$ cat src/rtl/weight_pkg.sv
// weight_pkg: shared widths and FSM encoding for the weight update block.
package weight_pkg;
   localparam int WW_DEF = 8;
   localparam int DW = 4;
   typedef enum logic [1:0] {IDLE, RUN, CLEAR} state_e;
endpackage

$ cat src/rtl/sat_add.sv
// sat_add: WW-bit weight plus sign-extended DW-bit delta; clamps only when WEIGHT_SAT_EN is defined.
module sat_add
   import weight_pkg::*;
#(
   parameter int WW = WW_DEF
) (
   input  logic [WW-1:0] a_i,
   input  logic [DW-1:0] b_i,
   output logic [WW-1:0] y_o,
   output logic          sat_o
);
   logic [WW:0] sum;
   assign sum = {a_i[WW-1], a_i} + {{(WW+1-DW){b_i[DW-1]}}, b_i};
`ifdef WEIGHT_SAT_EN
   logic ovf;
   assign ovf   = sum[WW] ^ sum[WW-1];
   assign y_o   = ovf ? {sum[WW], {(WW-1){~sum[WW]}}} : sum[WW-1:0];
   assign sat_o = ovf;
`else
   assign y_o   = sum[WW-1:0];
   assign sat_o = 1'b0;
`endif
endmodule

$ cat src/rtl/weight_update.sv
// weight_update: two-stage pixel weight accumulator with forwarding and a sweeping clear.
// Saturating arithmetic is enabled by defining WEIGHT_SAT_EN.
module weight_update
   import weight_pkg::*;
#(
   parameter int             NPIX   = 16,
   parameter int             WW     = WW_DEF,
   parameter logic [WW-1:0]  W_INIT = '0
) (
   input  logic                    clk,
   input  logic                    rst,
   input  logic [DW-1:0]           dw,
   input  logic                    dw_valid,
   input  logic [$clog2(NPIX)-1:0] addr,
   output logic                    ready,
   input  logic                    clear,
   input  logic [$clog2(NPIX)-1:0] rd_addr,
   output logic [WW-1:0]           rd_data,
   output logic [15:0]             upd_cnt,
   output logic                    sat
);
   localparam int AW = $clog2(NPIX);
   state_e        state_q;
   logic [WW-1:0] w_q [NPIX];
   logic          s1_v_q;
   logic [AW-1:0] s1_addr_q;
   logic [DW-1:0] s1_dw_q;
   logic [WW-1:0] s1_w_q;
   logic [AW-1:0] idx_q;
   logic [15:0]   upd_cnt_q;
   logic          sat_q;
   logic [WW-1:0] rd_data_q;
   logic [WW-1:0] sum;
   logic          sum_sat;
   logic          acc;
   logic [WW-1:0] operand;
   sat_add #(.WW(WW)) u_add (
      .a_i  (s1_w_q),
      .b_i  (s1_dw_q),
      .y_o  (sum),
      .sat_o(sum_sat)
   );
   assign ready   = state_q != CLEAR;
   assign acc     = dw_valid && ready && !clear;
   // the operand is captured at acceptance, so a same-address commit must be forwarded
   assign operand = (s1_v_q && s1_addr_q == addr) ? sum : w_q[addr];
   assign rd_data = rd_data_q;
   assign upd_cnt = upd_cnt_q;
   assign sat     = sat_q;
   always_ff @(posedge clk or posedge rst) begin
      if (rst) begin
         state_q   <= IDLE;
         s1_v_q    <= 1'b0;
         s1_addr_q <= '0;
         s1_dw_q   <= '0;
         s1_w_q    <= W_INIT;
         idx_q     <= '0;
         upd_cnt_q <= '0;
         sat_q     <= 1'b0;
         rd_data_q <= W_INIT;
         for (int i = 0; i < NPIX; i++) w_q[i] <= W_INIT;
      end else begin
         rd_data_q <= w_q[rd_addr];
         sat_q     <= s1_v_q && sum_sat;
         s1_v_q    <= acc;
         if (acc) begin
            s1_addr_q <= addr;
            s1_dw_q   <= dw;
            s1_w_q    <= operand;
         end
         if (state_q == CLEAR) begin
            w_q[idx_q] <= W_INIT;
            idx_q      <= idx_q + 1'b1;
            if (idx_q == AW'(NPIX - 1)) begin
               state_q   <= IDLE;
               upd_cnt_q <= '0;
            end
         end else begin
            if (s1_v_q) begin
               w_q[s1_addr_q] <= sum;
               upd_cnt_q      <= upd_cnt_q + 16'd1;
            end
            state_q <= clear ? CLEAR : (acc || s1_v_q) ? RUN : IDLE;
         end
      end
   end
endmodule

$ cat config.mk
export PLATFORM = sky130hd
export DESIGN_NAME = weight_update
export DESIGN_NICKNAME = d
export VERILOG_FILES = /design/src/rtl/weight_pkg.sv /design/src/rtl/sat_add.sv /design/src/rtl/weight_update.sv
export SDC_FILE = /design/constraint.sdc
export NUM_CORES = 1
export LEC_CHECK = 0
export CAP_MARGIN = 10
export CORE_MARGIN = 4
export CORE_UTILIZATION = 36
export CTS_CLUSTER_DIAMETER = 120
export DETAILED_ROUTE_END_ITERATION = 16
export PLACE_DENSITY_LB_ADDON = 0.25
export SLEW_MARGIN = 20
export SYNTH_ARGS = -nofsm -noshare
export SYNTH_HDL_FRONTEND = slang
export SYNTH_SLANG_ARGS = --single-unit
$ cat constraint.sdc
create_clock -name clk -period 8.9 [get_ports clk]
set_input_delay 2.225 -clock clk [delete_from_list [all_inputs] [get_ports clk]]
set_output_delay 2.225 -clock clk [all_outputs]
set_load 0.01 [all_outputs]
==> results.md <==
* Clock share of power at 0.313
* RSZ-0062 raised after global routing: false
* Fin. Hold Viols at 0
* Net count after synthesis at 687
* Die height at 167 um
* Final setup viols at 0
* First-pass GRT wire length at ~41000 um
* Worst VDD drop at between 0.15 and 0.2 mV
* Cell area power density at 234 nW/um2
* CTS HTree Levels at 4
* Number of max-cap violations at 0
* Crit path DAT at 2.32 ns
* Num CTS Buffers at 17
* ANT nets after route at 0
* Max-slew headroom at 0.261
* Synth Cell Area at 9070 um2
* CP Class: flip-flop to output port
* Vias/cell at 6.25
* Startpoint types: flip-flop
* Post-CTS setup buffers at 0
* DP Wirelength at 17500 um
* Fillers at 2231
* Min-delay worst type: flip-flop to flip-flop
* Vias in the first global route at 6569
* IO Port Bufs at 40
* Max Slew Vio Count at 0
* Switch share at 0.373
* Initial core utilization at 0.370
* Leakage at about 4.6 nW
* R2r setup slk at 5.90 ns
* Core area at between 20000 and 25000 um2
* DR pass1 iterations at 5
* Crit share post-route at 0.510
* Footprint of the multi-input gates at 4420 um2
* Initial drt markers at 698
* Tmin final at 4.54 ns
* Sw Pwr at 0.000902 W
* Die Span X at 167 um
* Sequential fraction of the synthesis area at 0.483
* Initial antenna violation count at 0
* CTS tree: done
* Routed WL per cell at 25.4 um
* Die area at approximately 28000 um2
* Nets at 714
* Clk_skew at 0.0125 ns
* Count of cell types in the netlist at about 50
* Mapped Cells at 658
* Worst-Margin Slew at 1.11 ns
* Via count at 6390
* Number of flops mapped to enable cells by yosys at 0
* Placed cells at a little under 1000
* Syn Area/Cell at 13.8 um2
* Root Driver: clkbuf_16
* Setup TNS at 0 ns
* Worst-case clock buffer depth at 2
* Post-synth top flop: dfrtp_1
* GRT Residual Overflow at 0
* CP max FO at 25
* Antenna Cells at 0
* PostCTS Resize Cnt at 0
* Synthesis Warnings at 0
* Largest net degree at the start of global routing at approximately 110
* Core Rows at 57
* # hold bufs at CTS at 0
* Share of cells above drive strength 1 at 0.193
* Layout area overhead at 13.9%
* Req. time, crit path at 6.68 ns
* IO Pins at 42
* DRC viols at 0
* Flop pwr share at 0.387
* Post-Layout Cell Count at between 1000 and 1500
* Clk slew on worst S/H paths at 0.06 ns
* Internal power at between 0.0015 and 0.002 W
* DRT Wirelength at around 26000 um
* FMAX at around 0.22 GHz
* Reg area at 4380 um2
* RePlAce Congestion at 0.841
* Combinational Power Share at 0.299
* Seq cells post-synth at 175
* Setup crit end kind: output port
* Worst-Skew Late Latency at between 0.4 and 0.5 ns
* CTS Sinks at between 150 and 200
* Outcome: finished clean
* Total GRT Usage at 0.192
* FFs w/ async S/R, synth at 1.00
## layer usage
metal	vias up	wire length [um]	GRT usage
met5	-	0	0
met4	0	808	0.0733
met3	46	2030	0.0491
met2	295	12500	0.301
met1	3379	10700	0.258
li1	2670	-	-
## flip-flops by register name (all words and copies together), names as in the netlist
| name | cells |
|---|---|
| w_q | 128 |
| upd_cnt | 16 |
| rd_data | 8 |
| s1_w_q | 8 |
| idx_q | 4 |
| s1_addr_q | 4 |
| s1_dw_q | 4 |
| state_q | 2 |
| s1_v_q | 1 |
## logic make-up (layout without fill, tap and decap cells)
logic type,count (synthesis),in the layout,share of synthesized area
xor+xnor,22,22,0.0212
mux,101,101,0.219
buf+inv,55,95,0.0313
other cells,1,1,0.000413
flops,175,175,0.483
fa+ha+maj,13,13,0.0188
compound gates,179,179,0.161
simple gates,112,112,0.0656
## Yosys cell counts (3+ instances only)
master     number  share of area
a221o_1         4         0.0044
mux4_2         56           0.14
mux2i_1        19          0.021
and3_1          6         0.0041
a21o_1          3         0.0025
nand3b_1        4         0.0033
buf_1           6         0.0025
xor2_1         13          0.013
or3_1           8         0.0055
ha_1           12          0.017
and2_1          6         0.0041
nor2b_1         5         0.0034
nand3_1        20          0.011
o2111ai_1       3         0.0029
o21ai_0        12         0.0066
nand2_1        25          0.010
mux4_1         16          0.046
dfrtp_1       175           0.48
nand4_1         3         0.0021
a31oi_1        13         0.0090
a21oi_1        12         0.0066
buf_4           3         0.0025
xnor2_1         9         0.0087
clkbuf_1       16         0.0066
mux2_2         10          0.012
nor2_1         15         0.0062
nor2_2         12         0.0083
a22o_1        120           0.12
inv_1          10         0.0041
buf_2          15         0.0083
## stage by stage
stage	worst slack, ns	util	total power (W)	hold WS (ns)	area, um2
after floorplan	1.93	-	0.00140	0.454	9070
after global placement	4.32	0.396	0.00164	0.482	9720
after detailed placement	4.28	0.396	0.00166	0.483	9720
after CTS	4.33	0.420	0.00242	0.497	10300
after global routing	4.15	0.421	0.00252	0.523	10300
final	4.36	0.421	0.00241	0.493	10300
## final timing paths
kind | depth (start not counted) | end | startpoint
setup / recovery | 3 | ready | state_q[0]
hold / removal | 2 | s1_w_q[0] | s1_w_q[0]
setup reg to reg | 6 | w_q[81] | state_q[0]
hold reg to reg | 2 | s1_w_q[0] | s1_w_q[0]
max in group asynchronous | 3 | w_q[82] | rst
min in group asynchronous | 2 | s1_dw_q[1] | rst
## placed cells by master, fill, tap and decap left out, types with 8 or more instances in the layout
cell | Yosys | routed
mux4_2 | 56 | 56
clkbuf_16 | 0 | 17
mux4_1 | 16 | 16
nor2_2 | 12 | 12
inv_1 | 10 | 9
xor2_1 | 13 | 12
a31oi_1 | 13 | 13
buf_4 | 3 | 11
mux2_2 | 10 | 10
nor2_1 | 15 | 15
nand3_1 | 20 | 20
clkdlybuf4s50_1 | 0 | 38
or3_1 | 8 | 8
o21ai_0 | 12 | 12
nand2_1 | 25 | 25
xnor2_1 | 9 | 9
dfrtp_1 | 175 | 175
a22o_1 | 120 | 120
a21oi_1 | 12 | 12
mux2i_1 | 19 | 19
ha_1 | 12 | 12
## final cells by class
| cell class | count | share of cell area |
|---|---|---|
| multi-input cells | 428 | 0.428 |
| inverters | 11 | 0.00448 |
| clock inverters | 15 | 0.0154 |
| flip-flops and latches | 175 | 0.424 |
| clock buffers | 17 | 0.0412 |
| repair buffers | 52 | 0.0484 |
| well taps | 324 | 0.0392 |
## critical path, stage by stage (launching register included)
cell	delay, ns
dfrtp_1	0.37
nor2b_2	0.80
inv_2	0.18
clkdlybuf4s50_1	0.54
## power groups by stage
stage | Combinational, W | Sequential, W | Clock (W)
finish | 0.000723 | 0.000935 | 0.000757
global route | 0.000775 | 0.000945 | 0.000805
CTS | 0.000719 | 0.000934 | 0.000772
detailed placement | 0.000716 | 0.000948 | 0
global placement | 0.000694 | 0.000945 | 0
floorplan | 0.000469 | 0.000926 | 0
Power figures use the tool's default switching activity.
==> RTL change, RTL diff (same flow settings) <==
The option `WEIGHT_SAT_EN` is turned on by a define.
--- a/src/rtl/sat_add.sv
+++ b/src/rtl/sat_add.sv
@@ -1,3 +1,5 @@
 // sat_add: WW-bit weight plus sign-extended DW-bit delta; clamps only when WEIGHT_SAT_EN is defined.
+`define WEIGHT_SAT_EN
+
 module sat_add
    import weight_pkg::*;
Behaviour: same outputs for any inputs over 4 cycles, from zero or initial values and one cycle with rst high; that may be too few to reach the edited logic, so the function may still have changed.
==> RTL change against the original RTL <==
  * Power grew 27%
  * Highest routed layer unchanged
  * Clock power grew 13%
  * Routed wire length increased by 2.0%
  * Count of clock-buffer cells in the layout rose by 7
  * Cell area increased by 5.1%
  * Synthesized area rose by 5.1%
  * Cell count increased by 9.7%
  * Worst setup slack gained 220 ps
  * Critical path depth did not move
  * Core utilization decreased by 0.43 points
  * Sequential cell count is 1 higher
==> RTL change: results (changes against the original RTL) <==
| Metric | Value |
|---|---|
| Outcome | finished, final reports clean |
| Post-synth top cells | 176 x dfrtp_1, 73 x mux4_2, 72 x a22o_1 |
| Wire length of the first global-routing pass | 41600 um (+0.84%) |
| Layout cells sized above 1 | 19.6% (+0.25 points) |
| Leakage dissipation | 4.56 nW (-0.95%) |
| Mapped Nets | 780 (+14%) |
| Register area share after synthesis | 46.2% (-2.1 points) |
| Share of total power in the clock network | 28.0% (-3.3 points) |
| Startpoint of the worst hold path | s1_w_q[7]$_DFFE_PP0P_ |
| Maximum vdd drop | 0.269 mV (+40%) |
| Count of TritonRoute iterations in the first routing pass | 7 (+2) |
| Critical-path maximum fanout | 9 (-64%) |
| Relative slew slack | 15.2% (-11 points) |
| Data arrival, critical path | 2100 ps (-220 ps) |
| Routed length per instance | 23.7 um (-7.0%) |
| Via count of the first global-routing pass | 6690 (+1.8%) |
| Register name with the most flops | w_q |
| Switching part of the total power | 40.9% (+3.6 points) |
| Post-CTS Setup Bufs | 0 (unchanged) |
| Worst-case clock skew | 11.0 ps (-1.49 ps) |
| Number of nets in the final layout | 803 (+12%) |
| Placement Cell Area | 10200 sq um (+4.8%) |
| Initial DRC Count | 715 (+2.4%) |
| Number of library cell types mapped by synthesis | 71 (+45%) |
| Half-perimeter wire length of the detailed placement result | 18100 um (+3.5%) |
| Crit Reg-Reg Startpoint | s1_w_q[0]$_DFFE_PP0P_ |
| Largest net degree at the start of global routing | 107 (-1.8%) |
| Sequential share of power | 32.6% (-6.1 points) |
| Cells taking the most area after synthesis | dfrtp_1 46%, mux4_2 17%, a22o_1 6.6% |
==> RTL change: per-layer routing <==
metal,up-vias,GRT usage [%],wire length [um]
li1,2970,-,-
met1,3539,26.9,11800
met4,0,5.00,428
met2,236,29.4,12800
met5,-,0,0
met3,31,3.37,1520
==> RTL change: cell families after synthesis <==
group	count (synthesis)	synth area share, %
adders and majority gates	15	2.03
buffers and inverters	61	3.24
and+or+nand+nor	164	9.08
muxes	88	18.9
xor gates and xnor gates	24	2.20
AOI/OAI and AO/OA	222	18.3
DFF	176	46.2
==> RTL change: path summary, 6_finish.rpt <==
kind                       depth (start not counted)                      to  slack, ps
max                                                3                   ready       4580
min                                                2   s1_w_q[7]$_DFFE_PP0P_        500
max reg2reg                                        9     w_q[60]$_DFFE_PP0P_       5590
min reg2reg                                        2   s1_w_q[7]$_DFFE_PP0P_        500
max in group asynchronous                          3     w_q[18]$_DFFE_PP0P_       5020
min in group asynchronous                          2  state_q[0]$_DFFE_PP0P_       2400
==> RTL change: cell type report <==
| type | count | area, sq um |
|---|---|---|
| clock inverters | 8 | 174 |
| multi-input cells | 513 | 4830 |
| well taps | 335 | 419 |
| clock buffers | 24 | 502 |
| inverters | 14 | 57.6 |
| fillers | 2385 | 15200 |
| flip-flops and latches | 176 | 4400 |
| repair buffers | 51 | 475 |
==> RTL change: critical path, cell delays in order, from the launching register on <==
cell and delay (ps):
dfrtp_1 390, nor2b_1 520, inv_1 230, clkdlybuf4s50_1 540
==> RTL change: metrics by stage <==
stage	setup WS [ps]	cells	hold WS, ps	total power [mW]
floorplan	1900	750	454	1.89
CTS	4550	1121	498	3.06
global placement	4440	1089	473	2.20
global route	4470	1121	528	3.20
finish	4580	1121	504	3.06
detailed placement	4410	1089	484	2.20
